===== config.mk =====
export PLATFORM = sky130hd
export DESIGN_NAME = clk_div_multi_flat
export DESIGN_NICKNAME = d
export VERILOG_FILES = /design/src/rtl/clk_div_multi_pkg.sv /design/src/rtl/clk_div_multi_if.sv /design/src/rtl/clk_div_chan.sv /design/src/rtl/clk_div_multi.sv /design/src/flat_wrapper.sv
export SDC_FILE = /design/constraint.sdc
export NUM_CORES = 1
export LEC_CHECK = 0
export BUFFER_PORTS_ARGS = -buffer_cell sky130_fd_sc_hd__buf_2
export CORE_MARGIN = 5
export CORE_UTILIZATION = 50
export DETAILED_ROUTE_END_ITERATION = 8
export PLACE_DENSITY = 0.69
export SLEW_MARGIN = 20
export SYNTH_ARGS = -nofsm -noshare
export SYNTH_HDL_FRONTEND = slang
export SYNTH_SLANG_ARGS = --single-unit

===== constraint.sdc =====
create_clock -name clk_in -period 2.6 [get_ports clk_in]
set_input_delay 0.52 -clock clk_in [delete_from_list [all_inputs] [get_ports clk_in]]
set_output_delay 0.52 -clock clk_in [all_outputs]
set_load 0.02 [all_outputs]

===== src/rtl/clk_div_multi_pkg.sv =====
// rtl/clk_div_multi_pkg.sv - shared constants, rate helpers and channel op type for clk_div_multi
//
// Purpose : Single home for the divider defaults and the named rate constants
//           used by the blink, debounce and lock-timeout consumers.
// Contents: CNT_W_DEF / DEFAULT_DIV_DEF   parameter defaults for the divider
//           BLINK_1HZ / DEBOUNCE_10MS     terminal counts at CLK_IN_HZ
//           div_for_period()              cycles-per-wrap -> terminal count
//           chan_op_e                     per-channel action chosen each cycle
package clk_div_multi_pkg;

    localparam int unsigned CLK_IN_HZ = 25_000_000;

    localparam int unsigned CNT_W_DEF       = 25;
    localparam int unsigned DEFAULT_DIV_DEF = 12_499_999;

    // A channel wraps every D+1 cycles, so the terminal count for a wrap
    // period of N cycles is N-1. A zero-length request clamps to D=0.
    function automatic int unsigned div_for_period(input int unsigned cycles);
        return (cycles == 0) ? 0 : cycles - 1;
    endfunction

    // div_clk toggles on each wrap, so a 1 Hz blink needs a wrap every 0.5 s.
    localparam int unsigned BLINK_1HZ     = div_for_period(CLK_IN_HZ / 2);
    localparam int unsigned DEBOUNCE_10MS = div_for_period(CLK_IN_HZ / 100);

    // What a channel does on the coming edge. Loads are orthogonal to this:
    // div_reg capture and the counter zeroing are applied on top of the op.
    typedef enum logic [1:0] {
        CH_HOLD  = 2'd0,   // en low: counter and div_clk frozen, no tick
        CH_COUNT = 2'd1,   // en high, not at terminal count
        CH_WRAP  = 2'd2,   // en high, at terminal count: tick and toggle
        CH_CLEAR = 2'd3    // sync_clr: restart in phase, wins over everything
    } chan_op_e;

endpackage


===== src/rtl/clk_div_multi_if.sv =====
// rtl/clk_div_multi_if.sv - control/status bundle between a divider client and clk_div_multi
//
// Purpose : Groups the per-channel controls and the tick/div_clk outputs.
// Signals : en        [NUM_CH]        per-channel count enable
//           div_load  [NUM_CH]        per-channel terminal-count load strobe
//           div_val   [NUM_CH*CNT_W]  terminal counts, channel i at [i*CNT_W +: CNT_W]
//           sync_clr                  restart all channels in phase
//           tick      [NUM_CH]        one-cycle strobe per wrap
//           div_clk   [NUM_CH]        50% clock toggled per wrap
// Modports: master (client side), slave (divider side)
interface clk_div_multi_if #(
    parameter int unsigned NUM_CH = 4,
    parameter int unsigned CNT_W  = 25
);

    logic [NUM_CH-1:0]       en;
    logic [NUM_CH-1:0]       div_load;
    logic [NUM_CH*CNT_W-1:0] div_val;
    logic                    sync_clr;
    logic [NUM_CH-1:0]       tick;
    logic [NUM_CH-1:0]       div_clk;

    modport master (
        output en,
        output div_load,
        output div_val,
        output sync_clr,
        input  tick,
        input  div_clk
    );

    modport slave (
        input  en,
        input  div_load,
        input  div_val,
        input  sync_clr,
        output tick,
        output div_clk
    );

endinterface


===== src/rtl/clk_div_chan.sv =====
// rtl/clk_div_chan.sv - one programmable divider channel (terminal count, counter, tick, div_clk)
//
// Purpose : Counts enabled cycles up to a runtime-loadable terminal count D,
//           emitting a one-cycle tick and toggling div_clk on every wrap.
// Ports   : clk_in    in   clock, posedge
//           rst       in   asynchronous active-low reset
//           en        in   count enable
//           div_load  in   capture div_val as the new terminal count
//           div_val   in   terminal count [CNT_W]
//           sync_clr  in   restart: counter, tick and div_clk to 0
//           tick      out  registered one-cycle wrap strobe
//           div_clk   out  registered clock, period 2*(D+1)
module clk_div_chan
    import clk_div_multi_pkg::*;
#(
    parameter int unsigned CNT_W       = CNT_W_DEF,
    parameter int unsigned DEFAULT_DIV = DEFAULT_DIV_DEF
) (
    input  logic             clk_in,
    input  logic             rst,
    input  logic             en,
    input  logic             div_load,
    input  logic [CNT_W-1:0] div_val,
    input  logic             sync_clr,
    output logic             tick,
    output logic             div_clk
);

    logic [CNT_W-1:0] div_reg;
    logic [CNT_W-1:0] cnt;
    logic             at_term;
    chan_op_e         op;

    // Equality only: cnt is zeroed on every load, so it can never sit above D.
    assign at_term = (cnt == div_reg);

    always_comb begin
        op = CH_HOLD;
        if (sync_clr) begin
            op = CH_CLEAR;
        end else if (en && at_term) begin
            op = CH_WRAP;
        end else if (en) begin
            op = CH_COUNT;
        end
    end

    always_ff @(posedge clk_in or negedge rst) begin
        if (!rst) begin
            div_reg <= CNT_W'(DEFAULT_DIV);
            cnt     <= '0;
            tick    <= 1'b0;
            div_clk <= 1'b0;
        end else begin
            // Capture happens regardless of en and even alongside sync_clr.
            if (div_load) begin
                div_reg <= div_val;
            end

            unique case (op)
                CH_CLEAR: begin
                    cnt     <= '0;
                    tick    <= 1'b0;
                    div_clk <= 1'b0;
                end
                // A wrap coincident with a load still completes against the
                // old D; the counter lands on 0 either way.
                CH_WRAP: begin
                    cnt     <= '0;
                    tick    <= 1'b1;
                    div_clk <= ~div_clk;
                end
                CH_COUNT: begin
                    cnt  <= div_load ? '0 : cnt + CNT_W'(1);
                    tick <= 1'b0;
                end
                default: begin
                    if (div_load) begin
                        cnt <= '0;
                    end
                    tick <= 1'b0;
                end
            endcase
        end
    end

endmodule


===== src/rtl/clk_div_multi.sv =====
// rtl/clk_div_multi.sv - NUM_CH-channel programmable clock divider / tick generator
//
// Purpose : Supplies independent tick strobes and 50% divided clocks (blink,
//           debounce, lock timeout) from the single clk_in.
// Params  : NUM_CH       number of channels
//           CNT_W        counter / terminal-count width
//           DEFAULT_DIV  terminal count loaded at reset on every channel
// Ports   : clk_in   in   sole clock, posedge
//           rst      in   asynchronous active-low reset
//           bus      slave modport of clk_div_multi_if
//                    (en, div_load, div_val, sync_clr in; tick, div_clk out)
module clk_div_multi
    import clk_div_multi_pkg::*;
#(
    parameter int unsigned NUM_CH      = 4,
    parameter int unsigned CNT_W       = CNT_W_DEF,
    parameter int unsigned DEFAULT_DIV = DEFAULT_DIV_DEF
) (
    input  logic             clk_in,
    input  logic             rst,
    clk_div_multi_if.slave   bus
);

    logic [NUM_CH-1:0] tick_w;
    logic [NUM_CH-1:0] div_clk_w;

    // Channels share nothing but the clock, reset and sync_clr.
    for (genvar i = 0; i < NUM_CH; i++) begin : g_chan
        clk_div_chan #(
            .CNT_W       (CNT_W),
            .DEFAULT_DIV (DEFAULT_DIV)
        ) u_chan (
            .clk_in   (clk_in),
            .rst      (rst),
            .en       (bus.en[i]),
            .div_load (bus.div_load[i]),
            .div_val  (bus.div_val[i*CNT_W +: CNT_W]),
            .sync_clr (bus.sync_clr),
            .tick     (tick_w[i]),
            .div_clk  (div_clk_w[i])
        );
    end

    assign bus.tick    = tick_w;
    assign bus.div_clk = div_clk_w;

endmodule


===== src/flat_wrapper.sv =====
// flat-port wrapper written by rule: the top's interface ports become plain ports
module clk_div_multi_flat import clk_div_multi_pkg::*;
#(
    parameter int unsigned NUM_CH      = 4,
    parameter int unsigned CNT_W       = CNT_W_DEF,
    parameter int unsigned DEFAULT_DIV = DEFAULT_DIV_DEF
)
  (clk_in, rst, bus_en, bus_div_load, bus_div_val, bus_sync_clr, bus_tick, bus_div_clk);
  clk_div_multi_if #(.NUM_CH(NUM_CH), .CNT_W(CNT_W)) bus_i ();
  input  logic clk_in;
  input  logic rst;
  input wire logic [$bits(bus_i.en)-1:0] bus_en;
  input wire logic [$bits(bus_i.div_load)-1:0] bus_div_load;
  input wire logic [$bits(bus_i.div_val)-1:0] bus_div_val;
  input wire logic [$bits(bus_i.sync_clr)-1:0] bus_sync_clr;
  output wire logic [$bits(bus_i.tick)-1:0] bus_tick;
  output wire logic [$bits(bus_i.div_clk)-1:0] bus_div_clk;
  assign bus_i.en = bus_en;
  assign bus_i.div_load = bus_div_load;
  assign bus_i.div_val = bus_div_val;
  assign bus_i.sync_clr = bus_sync_clr;
  assign bus_tick = bus_i.tick;
  assign bus_div_clk = bus_i.div_clk;
  clk_div_multi #(.NUM_CH(NUM_CH), .CNT_W(CNT_W), .DEFAULT_DIV(DEFAULT_DIV)) u_core (.clk_in(clk_in), .rst(rst), .bus(bus_i));
endmodule

* Yosys cells after proc, flatten, opt, wreduce, memory -nomap -nowiden
Cells that the tools add are included.
** Word-level totals
- Output and inout bits :: 8
- Bits in registers :: 208
- Bits of input ports :: 111
** Operators by class
- Eq/ne operators :: 16
- Add/subtract/negate cells :: 4
- Mux-type cells :: 32
- Reduce and logical (&&, ||, !) cells :: 16
- Bitwise operators :: 4
** Operator list (count)
- 25-bit two-way mux :: 8
- 25-bit case mux with 2 select lines :: 4
- 25-bit by 1-bit adder with 25-bit output (second input constant) :: 4
- 25-bit == test :: 4
- 2-bit == test (second input constant) :: 8
- 2-bit two-way mux :: 8
- 3-bit nonzero test :: 4
- 2-bit by 1-bit == test with 1-bit output (second input constant) :: 4
- 1-bit two-way mux :: 8
- 1-bit case mux with 2 select lines :: 4
- 2-bit nonzero test :: 4
- 2-bit OR reduction :: 4
- 1-bit logical AND :: 4
- 1-bit inverter :: 4

* Depth between registers and ports, before layout
- Depth after elaboration :: 7
- Gate-level depth with buffers :: 9

* Cells and area by module
Synthesis repeated with hierarchy kept, for this count alone.
** Second synthesis, totals
- Cell total of the unflattened synthesis :: 1012
- Area total of the unflattened synthesis :: 10835.4 um^2
** By module, submodules not included
- clk_div_chan :: area each 2708.8 um^2, cells an instance 253, times used 4

* Least setup slack after synthesis
No wires, ideal clock.
- Path kind :: register to register
- Start :: register u_core.g_chan[0].u_chan.cnt[5]
- End :: register u_core.g_chan[0].u_chan.div_clk
- Arrival time :: 1.802 ns
- Clock period less this slack :: 1.930 ns
- Cell stages (with the launch flop) :: 8
- Setup time :: 0.128 ns
- Setup slack :: 0.670 ns
- Buffers on the path :: 1
- Cells stage by stage :: dfrtp_1 xor2_1 nor4_1 nand4_1 or2_1 buf_2 nor2_4 mux2_1
** On the way
- Word-level cells in the longest chain between the ends :: 6
** RTL lines
- start, declared :: line clk_div_chan.sv:30 : logic [CNT_W-1:0] cnt;
- start signal, assigned :: line clk_div_chan.sv:74 : cnt <= div_load ? '0 : cnt + CNT_W'(1);
- 25-bit == test * :: line clk_div_chan.sv:35 : assign at_term = (cnt == div_reg);
- 1-bit logical AND * :: line clk_div_chan.sv:41 : end else if (en && at_term) begin
- 2-bit two-way mux * :: line clk_div_chan.sv:41
- 2-bit two-way mux * :: line clk_div_chan.sv:39 : if (sync_clr) begin
- 2-bit == test :: line clk_div_chan.sv:60 : unique case (op)
- 1-bit case mux with 2 select lines / 2-bit nonzero test (equally long branches)
- end signal, assigned :: line clk_div_chan.sv:71 : div_clk <= ~div_clk;
- end, declared :: line clk_div_chan.sv:26 : output logic div_clk
Every way passes the cells marked *; elsewhere a longest branch is shown, timed or not.
A chain may end at the register's enable or synchronous reset.

* Worst setup path in the final report
- Start :: register u_core.g_chan[3].u_chan.div_reg[0]
- End :: register u_core.g_chan[3].u_chan.cnt[17]
** On the way
- Word-level cells in the longest chain between the ends :: 7
** RTL lines
- start, declared :: line clk_div_chan.sv:29 : logic [CNT_W-1:0] div_reg;
- start signal, assigned :: line clk_div_chan.sv:50 : div_reg <= CNT_W'(DEFAULT_DIV);
- start signal, assigned :: line clk_div_chan.sv:57 : div_reg <= div_val;
- 25-bit == test * :: line clk_div_chan.sv:35
- 1-bit logical AND * :: line clk_div_chan.sv:41
- 2-bit two-way mux * :: line clk_div_chan.sv:41
- 2-bit two-way mux * :: line clk_div_chan.sv:39
- 2-bit == test :: line clk_div_chan.sv:60
- 2-bit OR reduction (no source line)
- 25-bit case mux with 2 select lines / 3-bit nonzero test (equally long branches)
- end signal, assigned :: line clk_div_chan.sv:74
- end, declared :: line clk_div_chan.sv:30
Marks and branches as above.

==> flow_summary_export.csv <==
group,metric,value,unit
timing,fmax,414.2,MHz
synthesis,synth-simple-area-share,19.14,%
die,ioPinCount,119,
synthesis,ys_ff_latch,208,
power,power_leakage,0.005486,µW
clock_tree,htreeDepth,1,
timing,grt_setup_unrepaired,"false",
clock_tree,hold_buffers,0,
synthesis,synth_top_family_by_area,"simple AND/OR/NAND/NOR gates",
timing,finalSetupViolations,0,
worst_setup_path,timing.rr.start,"u_core.g_chan[3].u_chan.div_reg[0]$_DFFE_PN1P_",
die,die_h,157.2,µm
worst_setup_path,r2r_cells,8,
synthesis,syn-num-nets,1126,
timing,drv_slew,0,
synthesis,synth-edff-count,0,
min_path,hold_path_class,"input pin to asynchronous set/reset pin",
synthesis,synth.area.mux_share,11.24,%
synthesis,synth_cell_type_count,64,
worst_setup_path,cp_max_fo,25,
layout,areaGrowthSynthToFinish,15.81,%
die,num_rows,53,
timing,maxSlewHeadroom,27.73,%
synthesis,synth_top_area_cell,"dfrtp_1",
grt,grt_max_degree,69,
placed_design,place_area,11740,µm²
placed_design,routabilityCongestion,0.8554,
layout,drive_gt1_share,32.90,%
layout,instances_no_fill,1418,
clock_tree,insertion_delay,510,ps
synthesis,avgSynthCellArea,10.72,µm²
synthesis,async_reset_ff_share,100.0,%
synthesis,synth.most_common_cell,"dfrtp_1",
synthesis,synthTopCellsByArea,"dfrtp_1 33%, dfstp_2 16%, mux2_2 10%",
worst_setup_path,arrival,2840,ps
synthesis,synth_adder_area_share,0.4619,%
synthesis,ys_warn_count,0,
synthesis,ys_seq_area_share,48.78,%
timing,tightestPinTransition,1084,ps
worst_setup_path,startpoint,"u_core.g_chan[3].u_chan.div_reg[0]$_DFFE_PN1P_",
worst_setup_path,path_class,"flop to flop",
detailed_routing,first_iter_violations,536,
synthesis,dominantRegCellSynth,"dfrtp_1",
detailed_routing,ant_nets,0,
die,die_x,157.2,µm
clock_tree,cts.repair.resized,0,
worst_setup_path,worst_ep_required_time,3030,ps
worst_setup_path,r2r_setup_slack,190,ps
grt,grt_pass1_vias,7759,
detailed_routing,wl_per_cell,17.39,µm
synthesis,synth_area,10830,µm²
die,core,21150,µm²
grt,grt_pass1_wl,40050,µm
placed_design,hpwl,17660,µm
flow_run,maxCapViolCount,0,
grt,antenna_found_initial,2,
layout,final_cell_area,12550,µm²
worst_setup_path,r2r-end,"u_core.g_chan[3].u_chan.cnt[17]$_DFFE_PN0P_",
grt,overflow,0,
clock_tree,cts_setup_buffers,0,
synthesis,synth_xor_area_share,8.973,%
detailed_routing,via_count,8019,
die,start_util,51.22,%
detailed_routing,via_per_inst,5.655,
placed_design,pre_cts_ws,244.7,ps
timing,fin_setup_tns,0,ps
worst_setup_path,endpoint,"u_core.g_chan[3].u_chan.cnt[17]$_DFFE_PN0P_",
timing,min_period,2414,ps
placed_design,dp.cells,1374,
clock_tree,cts.path.max_buffers,3,
clock_tree,cts-root-buf,"clkbuf_16",
clock_tree,cts_tree,"yes",
detailed_routing,first_pass_iters,5,
power,ir_drop,0.4668,mV
power,p_total,7650,µW
layout,nets,1240,
clock_tree,cts_buffers,24,
worst_setup_path,startpoint_type,"flop",
run_status,status,"finished clean",
clock_tree,clock_sinks,208,
timing,period_share,92.86,%
timing,finalHoldViolations,0,
timing,skew,9.822,ps
detailed_routing,drt_wl_total,24660,µm
timing,timing.final.ws_setup,185.6,ps
clock_tree,clk_pin_slew_worst_paths,60,ps
synthesis,synth-compound-area-share,8.142,%
die,dieArea,24710,µm²
synthesis,syn-instance-count,1011,
power,powerDensity,609.7,nW/µm²
synthesis,synth_commonest_cells,"144 x dfrtp_1, 100 x mux2_2, 94 x nand2_1",
detailed_routing,drc,0,
synthesis,synth_top_area_share,33.26,%
layout,antenna_cells,0,
grt,track_usage,19.81,%
worst_setup_path,end_kind,"flop",
placed_design,port_buffers,118,
-- logic make-up (layout without fill, tap and decap cells) --
logic type / after synthesis / in the layout
xor+xnor: 111 / 111
buf+inv: 74 / 206
mux: 109 / 109
simple gates: 378 / 378
compound gates: 127 / 127
flops: 208 / 208
fa+ha+maj: 4 / 4
-- routing by layer --
layer  vias to the layer above  GRT usage (%)  wire (µm)
met5                         -              0         27
met4                         4          4.179        510
met3                        37          3.547       1266
met2                       175          31.85      11470
met1                      3911          28.38      11390
li1                       3892              -          -
-- report_power, final --
part	switching, µW	internal (µW)
clock	1310	2100
combinational	323	324
sequential	124	3480
-- worst max-delay path, cell delays in order (launching register included) --
cell and delay, ps:
dfstp_2 530, xnor2_1 100, nand3_1 100, nor3_1 70, buf_4 140, a21oi_2 840
buf_4 290, o21ai_0 80, a31oi_1 160
-- cells in the final DEF (no fill, tap or decap), types with 18 or more instances in the layout --
master	netlist	final
nor2_1	27	27
nand3_1	92	92
mux2_2	100	100
dfrtp_1	144	144
nor3_1	20	18
xor2_1	83	83
xnor2_1	28	28
nand4_1	32	32
a21oi_1	27	27
nand2_1	94	94
or3_1	24	24
clkbuf_16	0	25
o21ai_0	22	22
o311ai_0	26	26
buf_4	12	24
and3_1	24	24
buf_2	19	117
dfstp_2	64	64
-- final cells by class --
class                           count  area (µm²)
Fill cell                        1758        8607
Sequential cell                   208        5285
Multi-Input combinational cell    729        5205
Timing Repair Buffer              145       839.6
Clock buffer                       36       716.9
Tap cell                          275       344.1
Clock inverter                      8       92.59
Inverter                           17       63.81
-- how the worst min path moves through the flow --
stage | start | cells past startpoint | end
CTS | rst | 1 | u_core.g_chan[0].u_chan.div_reg[16]$_DFFE_PN0P_
detailed placement | u_core.g_chan[2].u_chan.cnt[23]$_DFFE_PN0P_ | 1 | u_core.g_chan[2].u_chan.cnt[23]$_DFFE_PN0P_
global route | rst | 1 | u_core.g_chan[0].u_chan.div_reg[16]$_DFFE_PN0P_
global placement | u_core.g_chan[2].u_chan.cnt[23]$_DFFE_PN0P_ | 1 | u_core.g_chan[2].u_chan.cnt[23]$_DFFE_PN0P_
floorplan | rst | 0 | u_core.g_chan[0].u_chan.cnt[0]$_DFFE_PN0P_
finish | rst | 1 | u_core.g_chan[0].u_chan.div_reg[16]$_DFFE_PN0P_
-- metrics by stage --
stage	hold WS, ps	util (%)
finish	29.64	59.31
global route	68.36	59.31
CTS	35.76	59.31
detailed placement	516.3	55.49
global placement	509.6	55.49
floorplan	224.4	-
Power figures use the tool's default switching activity.
